[config.mk]
export PLATFORM = sky130hd
export DESIGN_NAME = memory_stage
export DESIGN_NICKNAME = d
export VERILOG_FILES = /design/src/rtl/memory_stage_pkg.sv /design/src/rtl/memory_stage_dff.sv /design/src/rtl/memory_stage_mem_access_fsm.sv /design/src/rtl/memory_stage.sv
export SDC_FILE = /design/constraint.sdc
export NUM_CORES = 1
export LEC_CHECK = 0
export BUFFER_PORTS_ARGS = -buffer_cell sky130_fd_sc_hd__buf_2
export CAP_MARGIN = 15
export CORE_ASPECT_RATIO = 2
export CORE_MARGIN = 5
export CORE_UTILIZATION = 41
export DETAILED_ROUTE_END_ITERATION = 7
export MAX_ROUTING_LAYER = met4
export PLACE_DENSITY = 0.81
export SLEW_MARGIN = 20
export SYNTH_ARGS = -nofsm -noshare
export SYNTH_HDL_FRONTEND = slang
export SYNTH_SLANG_ARGS = --single-unit
[constraint.sdc]
create_clock -name clk -period 2.1 [get_ports clk]
set_input_delay 0 -clock clk [delete_from_list [all_inputs] [get_ports clk]]
set_output_delay 0 -clock clk [all_outputs]
set_load 0.01 [all_outputs]
[src/rtl/memory_stage_pkg.sv]
// Shared constants for the MEM pipeline stage: pass-bundle bit positions,
// writeback-select encodings and the memory access FSM states.
package memory_stage_pkg;

  localparam int PASS_ST       = 0;
  localparam int PASS_LD       = 1;
  localparam int PASS_HALT     = 2;
  localparam int PASS_WBSEL_LO = 3;
  localparam int PASS_WBSEL_HI = 4;
  localparam int PASS_REGW     = 5;
  localparam int PASS_DST_LO   = 6;
  localparam int PASS_DST_HI   = 8;

  typedef enum logic [1:0] {
    WB_PC2 = 2'b00,
    WB_MEM = 2'b01,
    WB_IMM = 2'b10,
    WB_ALU = 2'b11
  } wb_sel_e;

  typedef enum logic [1:0] {
    IDLE   = 2'b00,
    WAIT   = 2'b01,
    HALTED = 2'b10
  } state_e;

endpackage

[src/rtl/memory_stage_dff.sv]
// Enabled register with synchronous active-low reset to zero; used for the
// MEM/WB register bank.
module dff #(
  parameter int W = 1
) (
  input  logic         clk,
  input  logic         rst,
  input  logic         en,
  input  logic [W-1:0] d,
  output logic [W-1:0] q
);

  logic [W-1:0] reg_q;
  logic [W-1:0] reg_d;

  // hold unless enabled
  always_comb begin
    reg_d = reg_q;
    if (en) begin
      reg_d = d;
    end else begin
      reg_d = reg_q;
    end
  end

  // state register
  always_ff @(posedge clk) begin
    if (!rst) begin
      reg_q <= '0;
    end else begin
      reg_q <= reg_d;
    end
  end

  assign q = reg_q;

endmodule

[src/rtl/memory_stage_mem_access_fsm.sv]
// Memory access sequencer: request/stall handshake, wait-cycle timeout
// counter and the absorbing HALTED state.
module mem_access_fsm
  import memory_stage_pkg::*;
#(
  parameter int MAX_WAIT = 255
) (
  input  logic clk,
  input  logic rst,
  input  logic in_valid,
  input  logic mem_op,
  input  logic halt_op,
  input  logic mem_done,
  output logic mem_req,
  output logic stall_mem,
  output logic retire,
  output logic timeout,
  output logic halted
);

  localparam int CW = (MAX_WAIT > 0) ? $clog2(MAX_WAIT + 1) : 1;
  localparam bit TIMEOUT_EN = (MAX_WAIT > 0);
  // with no timeout the counter simply parks at all-ones
  localparam logic [CW-1:0] CNT_MAX = (MAX_WAIT > 0) ? CW'(MAX_WAIT) : {CW{1'b1}};
  localparam logic [CW-1:0] CNT_ONE = CW'(1);

  state_e        state_q, state_d;
  logic [CW-1:0] cnt_q, cnt_d;
  logic          req_s, stall_s, retire_s, timeout_s;

  // next-state and handshake decode
  always_comb begin
    state_d   = state_q;
    cnt_d     = cnt_q;
    req_s     = 1'b0;
    stall_s   = 1'b0;
    retire_s  = 1'b0;
    timeout_s = 1'b0;
    case (state_q)
      IDLE: begin
        cnt_d = '0;
        if (mem_op) begin
          req_s = 1'b1;
          if (mem_done) begin
            retire_s = 1'b1;
          end else begin
            stall_s = 1'b1;
            state_d = WAIT;
            cnt_d   = CNT_ONE;
          end
        end else if (in_valid) begin
          retire_s = 1'b1;
          state_d  = halt_op ? HALTED : IDLE;
        end else begin
          state_d = IDLE;
        end
      end
      WAIT: begin
        req_s = 1'b1;
        if (mem_done) begin
          retire_s = 1'b1;
          state_d  = IDLE;
          cnt_d    = '0;
        end else if (TIMEOUT_EN && (cnt_q >= CNT_MAX)) begin
          retire_s  = 1'b1;
          timeout_s = 1'b1;
          state_d   = IDLE;
          cnt_d     = '0;
        end else begin
          stall_s = 1'b1;
          cnt_d   = (cnt_q == CNT_MAX) ? cnt_q : (cnt_q + CNT_ONE);
        end
      end
      HALTED: begin
        state_d = HALTED;
      end
      default: begin
        state_d = IDLE;
        cnt_d   = '0;
      end
    endcase
  end

  // state and counter registers
  always_ff @(posedge clk) begin
    if (!rst) begin
      state_q <= IDLE;
      cnt_q   <= '0;
    end else begin
      state_q <= state_d;
      cnt_q   <= cnt_d;
    end
  end

  // nothing is requested or retired while held in reset
  assign mem_req   = rst & req_s;
  assign stall_mem = rst & stall_s;
  assign retire    = rst & retire_s;
  assign timeout   = rst & timeout_s;
  assign halted    = (state_q == HALTED);

endmodule

[src/rtl/memory_stage.sv]
// Pipeline MEM stage: data memory handshake, writeback select and MEM/WB
// registers. Optional MEM_ALIGN_CHK_EN rejects odd addresses on memory ops.
module memory_stage
  import memory_stage_pkg::*;
#(
  parameter int DW       = 16,
  parameter int MAX_WAIT = 255
) (
  input  logic          clk,
  input  logic          rst,
  input  logic          in_valid,
  input  logic [DW-1:0] addr_em,
  input  logic [DW-1:0] data_em,
  input  logic [8:0]    pass_em,
  input  logic [DW-1:0] imme_em,
  input  logic [DW-1:0] pc2_em,
  output logic          mem_req,
  output logic          mem_wr,
  output logic [DW-1:0] mem_addr,
  output logic [DW-1:0] mem_wdata,
  input  logic [DW-1:0] mem_rdata,
  input  logic          mem_done,
  output logic          stall_mem,
  output logic [DW-1:0] wb_data,
  output logic [2:0]    wb_reg,
  output logic          wb_en,
  output logic          wb_halt,
  output logic          wb_err
);

  logic       st_s, ld_s, halt_s, regw_s;
  logic [1:0] wb_sel_s;
  logic [2:0] dst_s;
  logic       access_s, misalign_s, mem_op_s, err_s;
  logic       retire_s, timeout_s, halted_s;

  assign st_s     = pass_em[PASS_ST];
  assign ld_s     = pass_em[PASS_LD];
  assign halt_s   = pass_em[PASS_HALT];
  assign regw_s   = pass_em[PASS_REGW];
  assign wb_sel_s = pass_em[PASS_WBSEL_HI:PASS_WBSEL_LO];
  assign dst_s    = pass_em[PASS_DST_HI:PASS_DST_LO];

  // halts never touch memory, and St+Ld together is malformed
  assign access_s = in_valid & (st_s ^ ld_s) & ~halt_s;
`ifdef MEM_ALIGN_CHK_EN
  assign misalign_s = access_s & addr_em[0];
`else
  assign misalign_s = 1'b0;
`endif
  assign mem_op_s = access_s & ~misalign_s;
  assign err_s    = (st_s & ld_s) | timeout_s | misalign_s;

  mem_access_fsm #(
    .MAX_WAIT(MAX_WAIT)
  ) u_fsm (
    .clk      (clk),
    .rst      (rst),
    .in_valid (in_valid),
    .mem_op   (mem_op_s),
    .halt_op  (in_valid & halt_s),
    .mem_done (mem_done),
    .mem_req  (mem_req),
    .stall_mem(stall_mem),
    .retire   (retire_s),
    .timeout  (timeout_s),
    .halted   (halted_s)
  );

  assign mem_wr    = mem_req & st_s;
  assign mem_addr  = addr_em;
  assign mem_wdata = data_em;

  logic [DW-1:0] wb_data_d;
  logic [2:0]    wb_flags_d, wb_flags_q;

  // writeback data select
  always_comb begin
    wb_data_d = pc2_em;
    case (wb_sel_s)
      WB_PC2:  wb_data_d = pc2_em;
      WB_MEM:  wb_data_d = ld_s ? mem_rdata : {DW{1'b0}};
      WB_IMM:  wb_data_d = imme_em;
      WB_ALU:  wb_data_d = addr_em;
      default: wb_data_d = pc2_em;
    endcase
  end

  assign wb_flags_d = {retire_s & regw_s & ~st_s & ~err_s,
                       halted_s | (retire_s & halt_s),
                       retire_s & err_s};

  dff #(.W(DW)) u_wb_data (
    .clk(clk), .rst(rst), .en(retire_s), .d(wb_data_d), .q(wb_data)
  );

  dff #(.W(3)) u_wb_reg (
    .clk(clk), .rst(rst), .en(retire_s), .d(dst_s), .q(wb_reg)
  );

  dff #(.W(3)) u_wb_flags (
    .clk(clk), .rst(rst), .en(1'b1), .d(wb_flags_d), .q(wb_flags_q)
  );

  assign wb_en   = wb_flags_q[2];
  assign wb_halt = wb_flags_q[1];
  assign wb_err  = wb_flags_q[0];

endmodule

* Word-level counts from Yosys, hierarchy flattened
Index checks and enable logic that the tools add are counted.
Storage, ports and cells: output and inout port bits 57, input bits 93, flip-flop bits (word level) 32, logic and storage cells 71
Cells by class: magnitude comparators 1, add/sub/neg operators 1, muxes and demuxes 30, equality and inequality tests 9, bitwise operators 21, reduce and logical (&&, ||, !) cells 4
Operators with widths (number):
- $pmux 16 s4 | 1
- $mux 8 | 4
- $pmux 8 s3 | 1
- $mux 16 | 1
- $and 1x1->1 | 14
- $mux 1 | 13
- $mux 2 | 6
- $add 8x1->8 const B | 1
- $eq 8x8->1 const B | 1
- $ge 8x8->1 const B | 1
- $eq 2x2->1 const B | 3
- $pmux 1 s2 | 3
- $pmux 2 s3 | 1
- $eq 2x1->1 const B | 2
- $logic_not 2->1 | 2
- $ne 4x3->1 const B | 1
- $not 1->1 | 4
- $reduce_and 2->1 | 2
- $ne 3x2->1 const B | 1
- $ne 3x3->1 const B | 1
- $or 1x1->1 | 2
- $xor 1x1->1 | 1

* Logic depth before layout (Yosys ltp)
word-level depth 9, mapped depth 7, mapped depth without buffers 5

* Modules after synthesis
Synthesis repeated with hierarchy kept, for this count alone.
Second synthesis, totals: cells, all modules 219, area total of the unflattened synthesis 2240.9 um2
By module, submodules not included:
- memory_stage | cells an instance 79, instances 1, area an instance 833.3 um2
- dff (u_wb_data) | cells an instance 51, instances 1, area an instance 615.6 um2
- mem_access_fsm | cells an instance 71, instances 1, area an instance 574.3 um2
- dff (u_wb_flags ...) | cells an instance 9, instances 2, area an instance 108.9 um2

* Worst setup path before layout
OpenSTA, ideal clock, no wires.
path kind register -> register, start point reg u_fsm.state_q[0], end point reg u_fsm.cnt_q[7], period minus slack after synthesis 1.593 ns, library setup time 0.076 ns, arrival time 1.517 ns, stages on the path, launching flop included 6, slack 0.507 ns, cells stage by stage dfxtp_1 -> buf_4 -> or3b_1 -> clkbuf_2 -> or4_1 -> a31oi_1
Between the ends: word-level cells in the longest chain between the ends 3
RTL lines:
- from (decl) | RTL line memory_stage_mem_access_fsm.sv:27 | state_e state_q, state_d;
- from (signal assigned) | RTL line memory_stage_mem_access_fsm.sv:90 | state_q <= state_d;
- $eq 2x1->1 / $eq 2x2->1 (equally long branches) | RTL line memory_stage_mem_access_fsm.sv:39 | case (state_q)
- $ne 4x3->1 (no line) / $not 1->1 (equally long branches)
- $reduce_and 2->1 (no line)
- to (signal assigned) | RTL line memory_stage_mem_access_fsm.sv:91 | cnt_q <= cnt_d;
- to (decl) | RTL line memory_stage_mem_access_fsm.sv:28 | logic [CW-1:0] cnt_q, cnt_d;
Parallel ways exist; a longest one is shown, timed or not. A chain may end at the register's enable or synchronous reset.

* Worst setup path in the final report
start point reg u_fsm.cnt_q[0], end point reg u_wb_flags.reg_q[2], in the netlist u_wb_flags.q[2]
Between the ends: word-level cells in the longest chain between the ends 8
RTL lines:
- $ge 8x8->1 * | RTL line memory_stage_mem_access_fsm.sv:64 | end else if (TIMEOUT_EN && (cnt_q >= CNT_MAX)) begin
- $mux 1 * | RTL line memory_stage_mem_access_fsm.sv:64
- $mux 1 | RTL line memory_stage_mem_access_fsm.sv:60 | if (mem_done) begin
- $pmux 1 s2 / $mux 1 (equally long branches) | RTL line memory_stage_mem_access_fsm.sv:39
- $and 1x1->1, on equally long branches | RTL line memory_stage_mem_access_fsm.sv:98, memory_stage_mem_access_fsm.sv:99
- $and 1x1->1 / $or 1x1->1 (equally long branches) | RTL line memory_stage.sv:89, memory_stage.sv:52
- $and 1x1->1 / $not 1->1 (equally long branches) | RTL line memory_stage.sv:89 | assign wb_flags_d = {retire_s & regw_s & ~st_s & ~err_s,
- $and 1x1->1 * | RTL line memory_stage.sv:89
- to (signal assigned) | RTL line memory_stage_dff.sv:31 | reg_q <= reg_d;
- to (decl) | RTL line memory_stage_dff.sv:13 | logic [W-1:0] reg_q;
Mark *: on every way between the ends. The rest lies on a longest branch, timed or not.

==> results.md <==
- GRT overflow: 0
- H-tree levels: 2
- PnR worst setup slack: 0.333 ns
- # diodes: 0
- Post-Synthesis Cells: 255
- Count of distinct cell types in the synthesized netlist: 35
- Wire per inst: 15.0 um
- Ys Warns: 0
- Minimum clock period: 1.77 ns
- Share of layout cells above drive strength 1: 0.379
- Starting DRT DRC Count: 46
- Core footprint: 4820 um2
- Initial antenna violation count: 0
- CTS tree: done
- Via count: 2101
- Max-slew headroom: 0.567
- Leak: 0.00123 uW
- Bufs on Longest Clock Path: 2
- Register bit total from synthesis: 32
- GRT Total Usage: 0.192
- Max-slew violations: 0
- Synth Cell Area: 2020 um2
- Layout area overhead: 25.2%
- PwrDens: 583 nW/um2
- Die Ht: 109 um
- Drt via density: 5.32
- Setup TNS Final: 0 ns
- Commonest non-fill, non-tap cells in the layout: 117 x buf_2, 32 x dfxtp_1, 25 x a21oi_1
- Worst-Margin Slew: 0.648 ns
- Worst-path fanout max: 20
- First-pass GRT wire length: 9360 um
- Max-Cap Viols: 0
- Crit Path Class: flop to flop
- Sequential fraction of the synthesis area: 0.317
- TritonRoute pass-1 iters: 4
- Mapped Nets: 350
- Chip width: 59.6 um
- Post-Syn Area per Cell: 7.92 um2
- Crit. End Element: flop
- Hold Crit Class: input pin to output port
- I/O Buffers: 117
- Post-CTS setup buffer count: 0
- VDD IR-drop max: 0.000487 V
- Initial core utilization: 0.419
- Routed Wire Length: 5930 um
- Worst setup SP type: flop
- DRC errors left: 0
- Boundary Pins: 150
- RSZ-0062 raised after global routing: no
- Final Wtd Congestion: 0.904
- Root Driver: clkbuf_8
- Rows: 36
- Post-place setup slack: 0.222 ns
- Sink Count: 32
- Die area: 6520 um2
- Req. time, crit path: 2.29 ns
- Crit path DAT: 1.96 ns
- Final Cycle Share: 0.841
- TritonCTS Buffers: 5
- Post-DRT Antenna Nets: 0
- CTS clock-pin slew for the worst setup and hold paths: 0.06 ns
- Commonest non-fill, non-tap cell in the layout: buf_2
- NumNets Final: 432
- Final setup fails: 0
- Vias in the first global route: 2073
- Largest net degree at the start of global routing: 34
- Status: finished, final reports clean
- Max Freq: 566 MHz
- Final hold violations: 0
- Worst skew pair latency: 0.28 ns
- Clock skew: 0.00456 ns
- Estimated wirelength of the detail-placed design: 4720 um
==> layer usage <==
| layer | up-vias | GRT usage | share of wire | wire (um) |
|---|---|---|---|---|
| met5 | - | - | 0 | 0 |
| met4 | 0 | 0.109 | 0.043 | 256 |
| met3 | 30 | 0.0308 | 0.069 | 411 |
| met2 | 86 | 0.323 | 0.53 | 3150 |
| met1 | 934 | 0.206 | 0.36 | 2120 |
| li1 | 1051 | - | - | - |
==> sequential cells by signal, summed over array words and instances (netlist names) <==
| name | cells |
|---|---|
| u_wb_reg.q | 3 |
| u_wb_flags.q | 3 |
| u_fsm.state_q | 2 |
| u_wb_data.q | 16 |
| u_fsm.cnt_q | 8 |
==> synthesized netlist by cell type <==
cell	count	share of area
a211o_1	1	0.0043
a211oi_1	3	0.011
a21o_1	4	0.015
a21oi_1	26	0.064
a22o_1	16	0.069
a22oi_1	2	0.0074
a31oi_1	4	0.012
and2_1	2	0.0062
and2b_1	1	0.0037
and3_1	2	0.0062
and4_1	1	0.0043
buf_2	2	0.0050
buf_4	33	0.12
clkbuf_1	14	0.026
clkbuf_2	1	0.0025
clkinv_1	1	0.0019
dfxtp_1	32	0.32
ha_1	2	0.012
inv_1	4	0.0074
mux2i_1	18	0.089
nand2_1	21	0.039
nand2b_1	2	0.0062
nand3_1	8	0.020
nand3b_1	2	0.0074
nand4_1	1	0.0031
nor2_1	21	0.039
nor2b_1	3	0.0093
nor3_1	3	0.0074
nor3b_1	1	0.0037
nor4bb_1	1	0.0050
o21ai_0	2	0.0050
o22ai_1	18	0.056
or3_1	1	0.0031
or3b_1	1	0.0043
or4_1	1	0.0037
==> path summary, 6_finish.rpt <==
path / from / end / slack [ns] / depth (start not counted)
setup reg to reg: u_fsm.cnt_q[0] / u_wb_flags.q[2] / 0.33 / 5
hold reg to reg: u_wb_data.q[2] / u_wb_data.q[2] / 0.47 / 2
setup / recovery: u_fsm.cnt_q[0] / u_wb_flags.q[2] / 0.33 / 5
hold / removal: data_em[1] / mem_wdata[1] / 0.000004 / 0
==> where the power goes <==
| part | switching (uW) | internal [uW] |
|---|---|---|
| Clock | 209 | 267 |
| Combinational | 176 | 166 |
| Sequential | 18.5 | 639 |
==> logic make-up (layout without fill, tap and decap cells) <==
group	count (synthesis)	in the layout	share of synthesized area
AO/OA/AOI/OAI	76	76	0.245
AND/OR/NAND/NOR	72	72	0.172
buffers and inverters	55	138	0.165
flip-flops	32	32	0.317
multiplexers	18	18	0.0892
adder cells (fa/ha/maj)	2	2	0.0124
==> stage by stage <==
stage	util	power, uW	hold WS (ns)	instances	area, um2
after CTS	0.525	1490	0.0000686	395	2530
after global routing	0.525	1560	0.0000154	395	2530
after floorplan	-	901	0.0775	255	2020
final	0.525	1480	0.00000392	395	2530
after global placement	0.496	1000	0.0000686	382	2390
after detailed placement	0.496	1010	0.0000686	382	2390
==> layout make-up <==
| cell class | count | area (um2) |
|---|---|---|
| flip-flops and latches | 32 | 641 |
| multi-input cells | 168 | 1050 |
| inverters | 5 | 18.8 |
| repair buffers | 125 | 658 |
| well taps | 57 | 71.3 |
| clock buffers | 8 | 90.1 |
| fillers | 456 | 2290 |
==> repair_timing <==
action | CTS | global route
hold buffers | 5 | 0
gates resized for setup | 0 | 1
setup endpoints to repair | 0 | 1
hold endpoints to repair | 4 | 0
==> worst max-delay path, stage by stage (launching register included) <==
cell	delay, ns
dfxtp_1	0.38
ha_1	0.22
and3_1	0.26
nand3_1	0.14
a21o_2	0.39
nor4bb_1	0.29
Power figures use the tool's default switching activity.
